### config.mk
export PLATFORM = sky130hd
export DESIGN_NAME = chacha20_stream_xor_flat
export DESIGN_NICKNAME = d
export VERILOG_FILES = /design/src/rtl/chacha20_stream_xor_if.sv /design/src/rtl/chacha20_stream_xor.sv /design/src/flat_wrapper.sv
export SDC_FILE = /design/constraint.sdc
export NUM_CORES = 2
export LEC_CHECK = 0
export CAP_MARGIN = 20
export CORE_AREA = 2 2 581 583
export DETAILED_ROUTE_END_ITERATION = 6
export DIE_AREA = 0 0 583 585
export PLACE_DENSITY_LB_ADDON = 0.1
export SKIP_LAST_GASP = 1
export SLEW_MARGIN = 30
export SYNTH_ARGS = -nofsm -noshare
export SYNTH_HDL_FRONTEND = slang
export SYNTH_SLANG_ARGS = --single-unit
### constraint.sdc
create_clock -name clk -period 2.2 [get_ports clk]
set_input_delay 0.22 -clock clk [delete_from_list [all_inputs] [get_ports clk]]
set_output_delay 0.22 -clock clk [all_outputs]
set_load 0.05 [all_outputs]
### src/rtl/chacha20_stream_xor_if.sv
`default_nettype none
// ============================================================================
// Module   : chacha20_stream_xor_if
// Desc     : valid/ready word stream into and out of the ChaCha20 XOR stage.
// Revision : 1.0
// ============================================================================
interface chacha20_stream_xor_if;
    logic        in_valid;
    logic        in_ready;
    logic [31:0] in_data;
    logic        in_last;
    logic        out_valid;
    logic        out_ready;
    logic [31:0] out_data;
    logic        out_last;

    modport master (
        output in_valid, in_data, in_last, out_ready,
        input  in_ready, out_valid, out_data, out_last
    );

    modport slave (
        input  in_valid, in_data, in_last, out_ready,
        output in_ready, out_valid, out_data, out_last
    );
endinterface
`default_nettype wire

### src/rtl/chacha20_stream_xor.sv
`default_nettype none
// ============================================================================
// Module   : chacha20_stream_xor
// Desc     : drives a ChaCha20 block core and XORs its keystream onto a stream.
// Revision : 1.0
// ============================================================================
module chacha20_stream_xor #(
    parameter int BLK_LATENCY = 12
) (
    input  logic                 clk,
    input  logic                 rst_n,
    input  logic                 load_i,
    input  logic [255:0]         key_i,
    input  logic [95:0]          nonce_i,
    input  logic [31:0]          ctr_init_i,
    chacha20_stream_xor_if.slave s_if,
    output logic                 busy_o,
    output logic                 ctr_overflow_o,
    output logic                 blk_start_o,
    output logic [15:0][31:0]    blk_state_in_o,
    input  logic                 blk_done_i,
    input  logic [15:0][31:0]    blk_state_out_i
);

    localparam int                  c_wait_w    = $clog2(BLK_LATENCY + 1);
    localparam logic [c_wait_w-1:0] c_wait_last = c_wait_w'(BLK_LATENCY);

    typedef enum logic [1:0] {
        IDLE   = 2'd0,
        GEN    = 2'd1,
        STREAM = 2'd2
    } state_t;

    state_t              state_q;
    logic [255:0]        key_q;
    logic [95:0]         nonce_q;
    logic [31:0]         ctr_q;
    logic [15:0][31:0]   ks_q;
    logic [3:0]          idx_q;
    logic [c_wait_w-1:0] wait_q;
    logic                out_valid_q;
    logic                out_last_q;
    logic [31:0]         out_data_q;
    logic                blk_start_q;
    logic                ctr_overflow_q;

    logic                in_ready;
    logic                in_xfer;
    logic                out_xfer;
    logic [31:0]         out_data_d;
    logic [3:0]          idx_d;

    // A pending load owns the cycle, so no input word may slip in alongside it.
    assign in_ready   = (state_q == STREAM) && !load_i && (!out_valid_q || s_if.out_ready);
    assign in_xfer    = s_if.in_valid && in_ready;
    assign out_xfer   = out_valid_q && s_if.out_ready;
    assign out_data_d = s_if.in_data ^ ks_q[idx_q];
    assign idx_d      = idx_q + 4'd1;

    assign s_if.in_ready  = in_ready;
    assign s_if.out_valid = out_valid_q;
    assign s_if.out_data  = out_data_q;
    assign s_if.out_last  = out_last_q;

    assign busy_o         = (state_q != IDLE) || out_valid_q;
    assign ctr_overflow_o = ctr_overflow_q;
    assign blk_start_o    = blk_start_q;

    assign blk_state_in_o[0]  = 32'h61707865;
    assign blk_state_in_o[1]  = 32'h3320646e;
    assign blk_state_in_o[2]  = 32'h79622d32;
    assign blk_state_in_o[3]  = 32'h6b206574;
    assign blk_state_in_o[12] = ctr_q;

    for (genvar gi = 0; gi < 8; gi++) begin : g_key
        assign blk_state_in_o[4+gi] = key_q[32*gi +: 32];
    end

    for (genvar gj = 0; gj < 3; gj++) begin : g_nonce
        assign blk_state_in_o[13+gj] = nonce_q[32*gj +: 32];
    end

    always_ff @(posedge clk) begin
        if (!rst_n) begin
            state_q        <= IDLE;
            key_q          <= '0;
            nonce_q        <= '0;
            ctr_q          <= '0;
            ks_q           <= '0;
            idx_q          <= '0;
            wait_q         <= '0;
            out_valid_q    <= 1'b0;
            out_last_q     <= 1'b0;
            out_data_q     <= '0;
            blk_start_q    <= 1'b0;
            ctr_overflow_q <= 1'b0;
        end else begin
            blk_start_q <= 1'b0;
            if (out_xfer) begin
                out_valid_q <= 1'b0;
            end
            if (load_i) begin
                key_q          <= key_i;
                nonce_q        <= nonce_i;
                ctr_q          <= ctr_init_i;
                ctr_overflow_q <= 1'b0;
                wait_q         <= '0;
                blk_start_q    <= 1'b1;
                state_q        <= GEN;
                // The last word of a finished message may still drain in IDLE.
                if (state_q != IDLE) begin
                    out_valid_q <= 1'b0;
                end
            end else begin
                case (state_q)
                    GEN: begin
                        if (wait_q == c_wait_last) begin
                            if (blk_done_i) begin
                                ks_q    <= blk_state_out_i;
                                idx_q   <= '0;
                                state_q <= STREAM;
                            end
                        end else begin
                            wait_q <= wait_q + 1'b1;
                        end
                    end
                    STREAM: begin
                        if (in_xfer) begin
                            out_data_q  <= out_data_d;
                            out_last_q  <= s_if.in_last;
                            out_valid_q <= 1'b1;
                            idx_q       <= idx_d;
                            if (s_if.in_last) begin
                                state_q <= IDLE;
                            end else if (idx_q == 4'd15) begin
                                if (ctr_q == 32'hFFFF_FFFF) begin
                                    ctr_overflow_q <= 1'b1;
                                    state_q        <= IDLE;
                                end else begin
                                    ctr_q       <= ctr_q + 32'd1;
                                    wait_q      <= '0;
                                    blk_start_q <= 1'b1;
                                    state_q     <= GEN;
                                end
                            end
                        end
                    end
                    default: ;
                endcase
            end
        end
    end

endmodule
`default_nettype wire

### src/flat_wrapper.sv
// flat-port wrapper written by rule: the top's interface ports become plain ports
module chacha20_stream_xor_flat 
#(
    parameter int BLK_LATENCY = 12
)
  (clk, rst_n, load_i, key_i, nonce_i, ctr_init_i, busy_o, ctr_overflow_o, blk_start_o, blk_state_in_o, blk_done_i, blk_state_out_i, s_if_in_valid, s_if_in_data, s_if_in_last, s_if_out_ready, s_if_in_ready, s_if_out_valid, s_if_out_data, s_if_out_last);
  chacha20_stream_xor_if s_if_i ();
  input  logic clk;
  input  logic rst_n;
  input  logic load_i;
  input  logic [255:0] key_i;
  input  logic [95:0] nonce_i;
  input  logic [31:0] ctr_init_i;
  output logic busy_o;
  output logic ctr_overflow_o;
  output logic blk_start_o;
  output logic [15:0][31:0] blk_state_in_o;
  input  logic blk_done_i;
  input  logic [15:0][31:0] blk_state_out_i;
  input wire logic [$bits(s_if_i.in_valid)-1:0] s_if_in_valid;
  input wire logic [$bits(s_if_i.in_data)-1:0] s_if_in_data;
  input wire logic [$bits(s_if_i.in_last)-1:0] s_if_in_last;
  input wire logic [$bits(s_if_i.out_ready)-1:0] s_if_out_ready;
  output wire logic [$bits(s_if_i.in_ready)-1:0] s_if_in_ready;
  output wire logic [$bits(s_if_i.out_valid)-1:0] s_if_out_valid;
  output wire logic [$bits(s_if_i.out_data)-1:0] s_if_out_data;
  output wire logic [$bits(s_if_i.out_last)-1:0] s_if_out_last;
  assign s_if_i.in_valid = s_if_in_valid;
  assign s_if_i.in_data = s_if_in_data;
  assign s_if_i.in_last = s_if_in_last;
  assign s_if_i.out_ready = s_if_out_ready;
  assign s_if_in_ready = s_if_i.in_ready;
  assign s_if_out_valid = s_if_i.out_valid;
  assign s_if_out_data = s_if_i.out_data;
  assign s_if_out_last = s_if_i.out_last;
  chacha20_stream_xor #(.BLK_LATENCY(BLK_LATENCY)) u_core (.clk(clk), .rst_n(rst_n), .load_i(load_i), .key_i(key_i), .nonce_i(nonce_i), .ctr_init_i(ctr_init_i), .s_if(s_if_i), .busy_o(busy_o), .ctr_overflow_o(ctr_overflow_o), .blk_start_o(blk_start_o), .blk_state_in_o(blk_state_in_o), .blk_done_i(blk_done_i), .blk_state_out_i(blk_state_out_i));
endmodule
==> results.sh <==
export IMPL_crit_chain="buf_12 > buf_8 > ha_4 > nand3_4 > or4_4 > a311oi_4 > buf_6 > buf_8 > mux2i_1 > a211oi_2"
export IMPL_grt_overflow=0
export IMPL_multiInputGateArea_um2=18700
export IMPL_start_util_pct=11.5
export IMPL_synth_simple_area_share_pct=16.4
export IMPL_status="finished, violations left"
export IMPL_fin_area_um2=71100
export IMPL_ys_seq_area_share_pct=48.9
export IMPL_syn_to_final_growth_pct=84.4
export IMPL_dieArea_um2=341000
export IMPL_fin_cells=10900
export IMPL_synth_compound_area_share_pct=11.0
export IMPL_end_kind="register"
export IMPL_die_w_um=583
export IMPL_worstPathMaxFanout=8
export IMPL_async_flop_share_pct=0
export IMPL_fin_crit_ns=2.32
export IMPL_p_leak_nw=27.2
export IMPL_setup_viol_count_final=44
export IMPL_nFillCells=37000
export IMPL_clk_path_buf_depth=4
export IMPL_clock_latency_ns=0.82
export IMPL_tightestPinTransition_ns=0.832
export IMPL_cpPeakStageDelay_ns=0.45
export IMPL_yosys_top_cells_count="nand2_1, dfxtp_1, a21oi_1, nor2_1, mux2i_1"
export IMPL_critPathSlowestCell="or4_4"
export IMPL_drive_above_1_share_pct=14.6
export IMPL_first_iter_violations=2635
export IMPL_rows=213
export IMPL_min_period_over_period_pct=106
export IMPL_clk_pin_slew_worst_paths_ns=0.06
export IMPL_cp_required_ns=2.90
export IMPL_clock_sinks=942
export IMPL_syn_inst=4278
export IMPL_ys_warn_count=0
export IMPL_die_y_um=585
export IMPL_synth_top_family_by_area="multiplexers"
export IMPL_grt_usage_pct=17.1
export IMPL_placed_cells=9954
export IMPL_wl_per_cell_um=28.0
export IMPL_h_tree_depth=4
export IMPL_avgSynthCellArea_um2=9.02
export IMPL_cts_tree="done"
export IMPL_regArea_um2=18900
export IMPL_place_hpwl_um=246000
export IMPL_hold_path_class="in2reg"
export IMPL_wl_um=307000
export IMPL_port_buffers=1356
export IMPL_synth_top_area_cell="dfxtp_1"
export IMPL_path_class="reg2reg"
export IMPL_power_total_w=0.0492
export IMPL_grt_pass1_vias=40500
export IMPL_fin_skew_ns=0.0370
export IMPL_max_freq_mhz=431
export IMPL_final_antenna_net_count=0
export IMPL_root_buffer="clkbuf_16"
export IMPL_cts_buffers=142
export IMPL_syn_area_um2=38600
export IMPL_io_pins=1485
export IMPL_max_slew_margin_pct=44.5
export IMPL_synth_xor_area_share_pct=0.840
export IMPL_via_count=40500
export IMPL_drcViolationCount=0
export IMPL_violations="negative setup slack"
export IMPL_synthAdderAreaFrac_pct=0.227
export IMPL_worstPathArrival_ns=3.02
export IMPL_critPathBufInv=4
export IMPL_maxSlewViolCount=0
export IMPL_rsz0062_at_grt="yes"
export IMPL_synth_most_common_cell="nand2_1"
export IMPL_power_density_nw_per_um2=691
export IMPL_avgViaCountPerCell=3.70
export IMPL_grt_max_degree=123
export IMPL_hold_violations=0
export IMPL_gp_congestion=0.898
export IMPL_max_cap_violations=0
export IMPL_yosys_top_cells_area="dfxtp_1, nand2_1, mux2i_1"
export IMPL_first_pass_iters=7
export IMPL_synth_edf_count=0
export IMPL_antenna_found_initial=176
export IMPL_synth_top_area_share_pct=48.9
export IMPL_final_setup_worst_slack_ns=-0.122
export IMPL_critical_path_top_delay_family="buffers and inverters"
export IMPL_synthFlopType="dfxtp_1"
export IMPL_grt_pass1_wl_um=392000
export IMPL_synth_mux_area_fraction_pct=16.8
export IMPL_startpoint_type="register"
export IMPL_cpMostUsedCell="buf_8"
export IMPL_ir_worst_vdd_uv=473
export IMPL_nets=7336
export IMPL_coreArea_um2=335000
export IMPL_ys_types=67
export IMPL_ys_seq_elements=942
export IMPL_place_area_um2=58300
flip-flops by register name, indices dropped and copies added, names as in the netlist:
signal                 cells
u_core.ks_q              512
u_core.key_q             256
u_core.nonce_q            96
u_core.ctr_q              32
u_core.s_if.out_data      32
u_core.idx_q               4
u_core.wait_q              4
u_core.state_q             2
u_core.blk_start_o         1
u_core.ctr_overflow_o      1
u_core.s_if.out_last       1
u_core.s_if.out_valid      1
routing by layer:
layer	share of wire [%]	track usage, %
met5	0.14	0
met4	2.7	4.36
met3	8.5	5.48
met2	43	26.1
met1	45	23.1
worst paths after layout:
check | cells past startpoint | slack (ns) | start | to
max | 10 | -0.12 | u_core.idx_q[0] | u_core.ctr_q[24]
min reg2reg | 2 | 0.45 | u_core.ks_q[146] | u_core.ks_q[146]
min | 3 | 0.06 | blk_state_out_i[426] | u_core.ks_q[426]
max reg2reg | 10 | -0.12 | u_core.idx_q[0] | u_core.ctr_q[24]
timing repair:
| item | in CTS | in global routing |
|---|---|---|
| setup endpoints to repair | 661 | 551 |
| pin swaps | 62 | 70 |
| hold buffers | 602 | 0 |
| buffers inserted | 51 | 35 |
| gates cloned | 24 | 4 |
| gates resized for setup | 502 | 94 |
| endpoints found under the hold margin | 636 | 0 |
cell usage in the layout (no fill, tap or decap), types with 27 or more instances in the layout:
| master | netlist | final |
|---|---|---|
| o21ai_1 | 32 | 29 |
| a21oi_1 | 562 | 558 |
| mux2i_1 | 358 | 358 |
| clkdlybuf4s50_1 | 0 | 932 |
| dfxtp_2 | 0 | 28 |
| conb_1 | 2 | 128 |
| dfxtp_1 | 942 | 908 |
| nand2_1 | 1065 | 1053 |
| mux4_2 | 127 | 127 |
| clkbuf_1 | 254 | 39 |
| dlygate4sd3_1 | 0 | 602 |
| clkbuf_16 | 0 | 147 |
| buf_4 | 130 | 301 |
| xor2_1 | 35 | 34 |
| nand3_1 | 36 | 33 |
| a221oi_2 | 0 | 27 |
| dlygate4sd2_1 | 0 | 296 |
| buf_6 | 2 | 34 |
| buf_12 | 0 | 64 |
| diode_2 | 0 | 43 |
| nor2_1 | 369 | 363 |
final cells by class:
cell class / instances / area share (%)
diodes: 43 / 0.151
clock inverters: 40 / 0.795
inverters: 17 / 0.104
well taps: 4407 / 7.75
clock buffers: 207 / 5.73
multi-input cells: 2995 / 26.2
flip-flops and latches: 942 / 26.6
repair buffers: 2296 / 32.7
worst min-delay path: stages:
cell and delay, ns:
clkdlybuf4s50_1 0.46, nand2_1 0.09, a21oi_1 0.06
power by group:
part           switching, W  internal (W)  total [W]
sequential         0.000286        0.0175     0.0178
clock               0.00957        0.0141     0.0237
combinational       0.00452       0.00320    0.00773
total                0.0144        0.0348     0.0492
logic make-up after synthesis:
| group | Yosys count |
|---|---|
| compound gates | 749 |
| xor+xnor | 37 |
| fa+ha+maj | 7 |
| buf+inv | 468 |
| flops | 942 |
| mux | 487 |
| other cells | 2 |
| simple gates | 1586 |
per-stage QoR:
step	setup TNS [ns]	util, %	setup WS [ns]	hold WS [ns]
floorplan	-0.0918	-	-0.0402	0.337
global placement	-18.83	17.4	-0.373	0.441
detailed placement	-18.66	17.4	-0.356	0.445
CTS	-4.63	21.0	-0.155	0.0000913
global route	-7.36	21.2	-0.218	0.0314
finish	-2.40	21.2	-0.122	0.0635
Power figures use the tool's default switching activity.
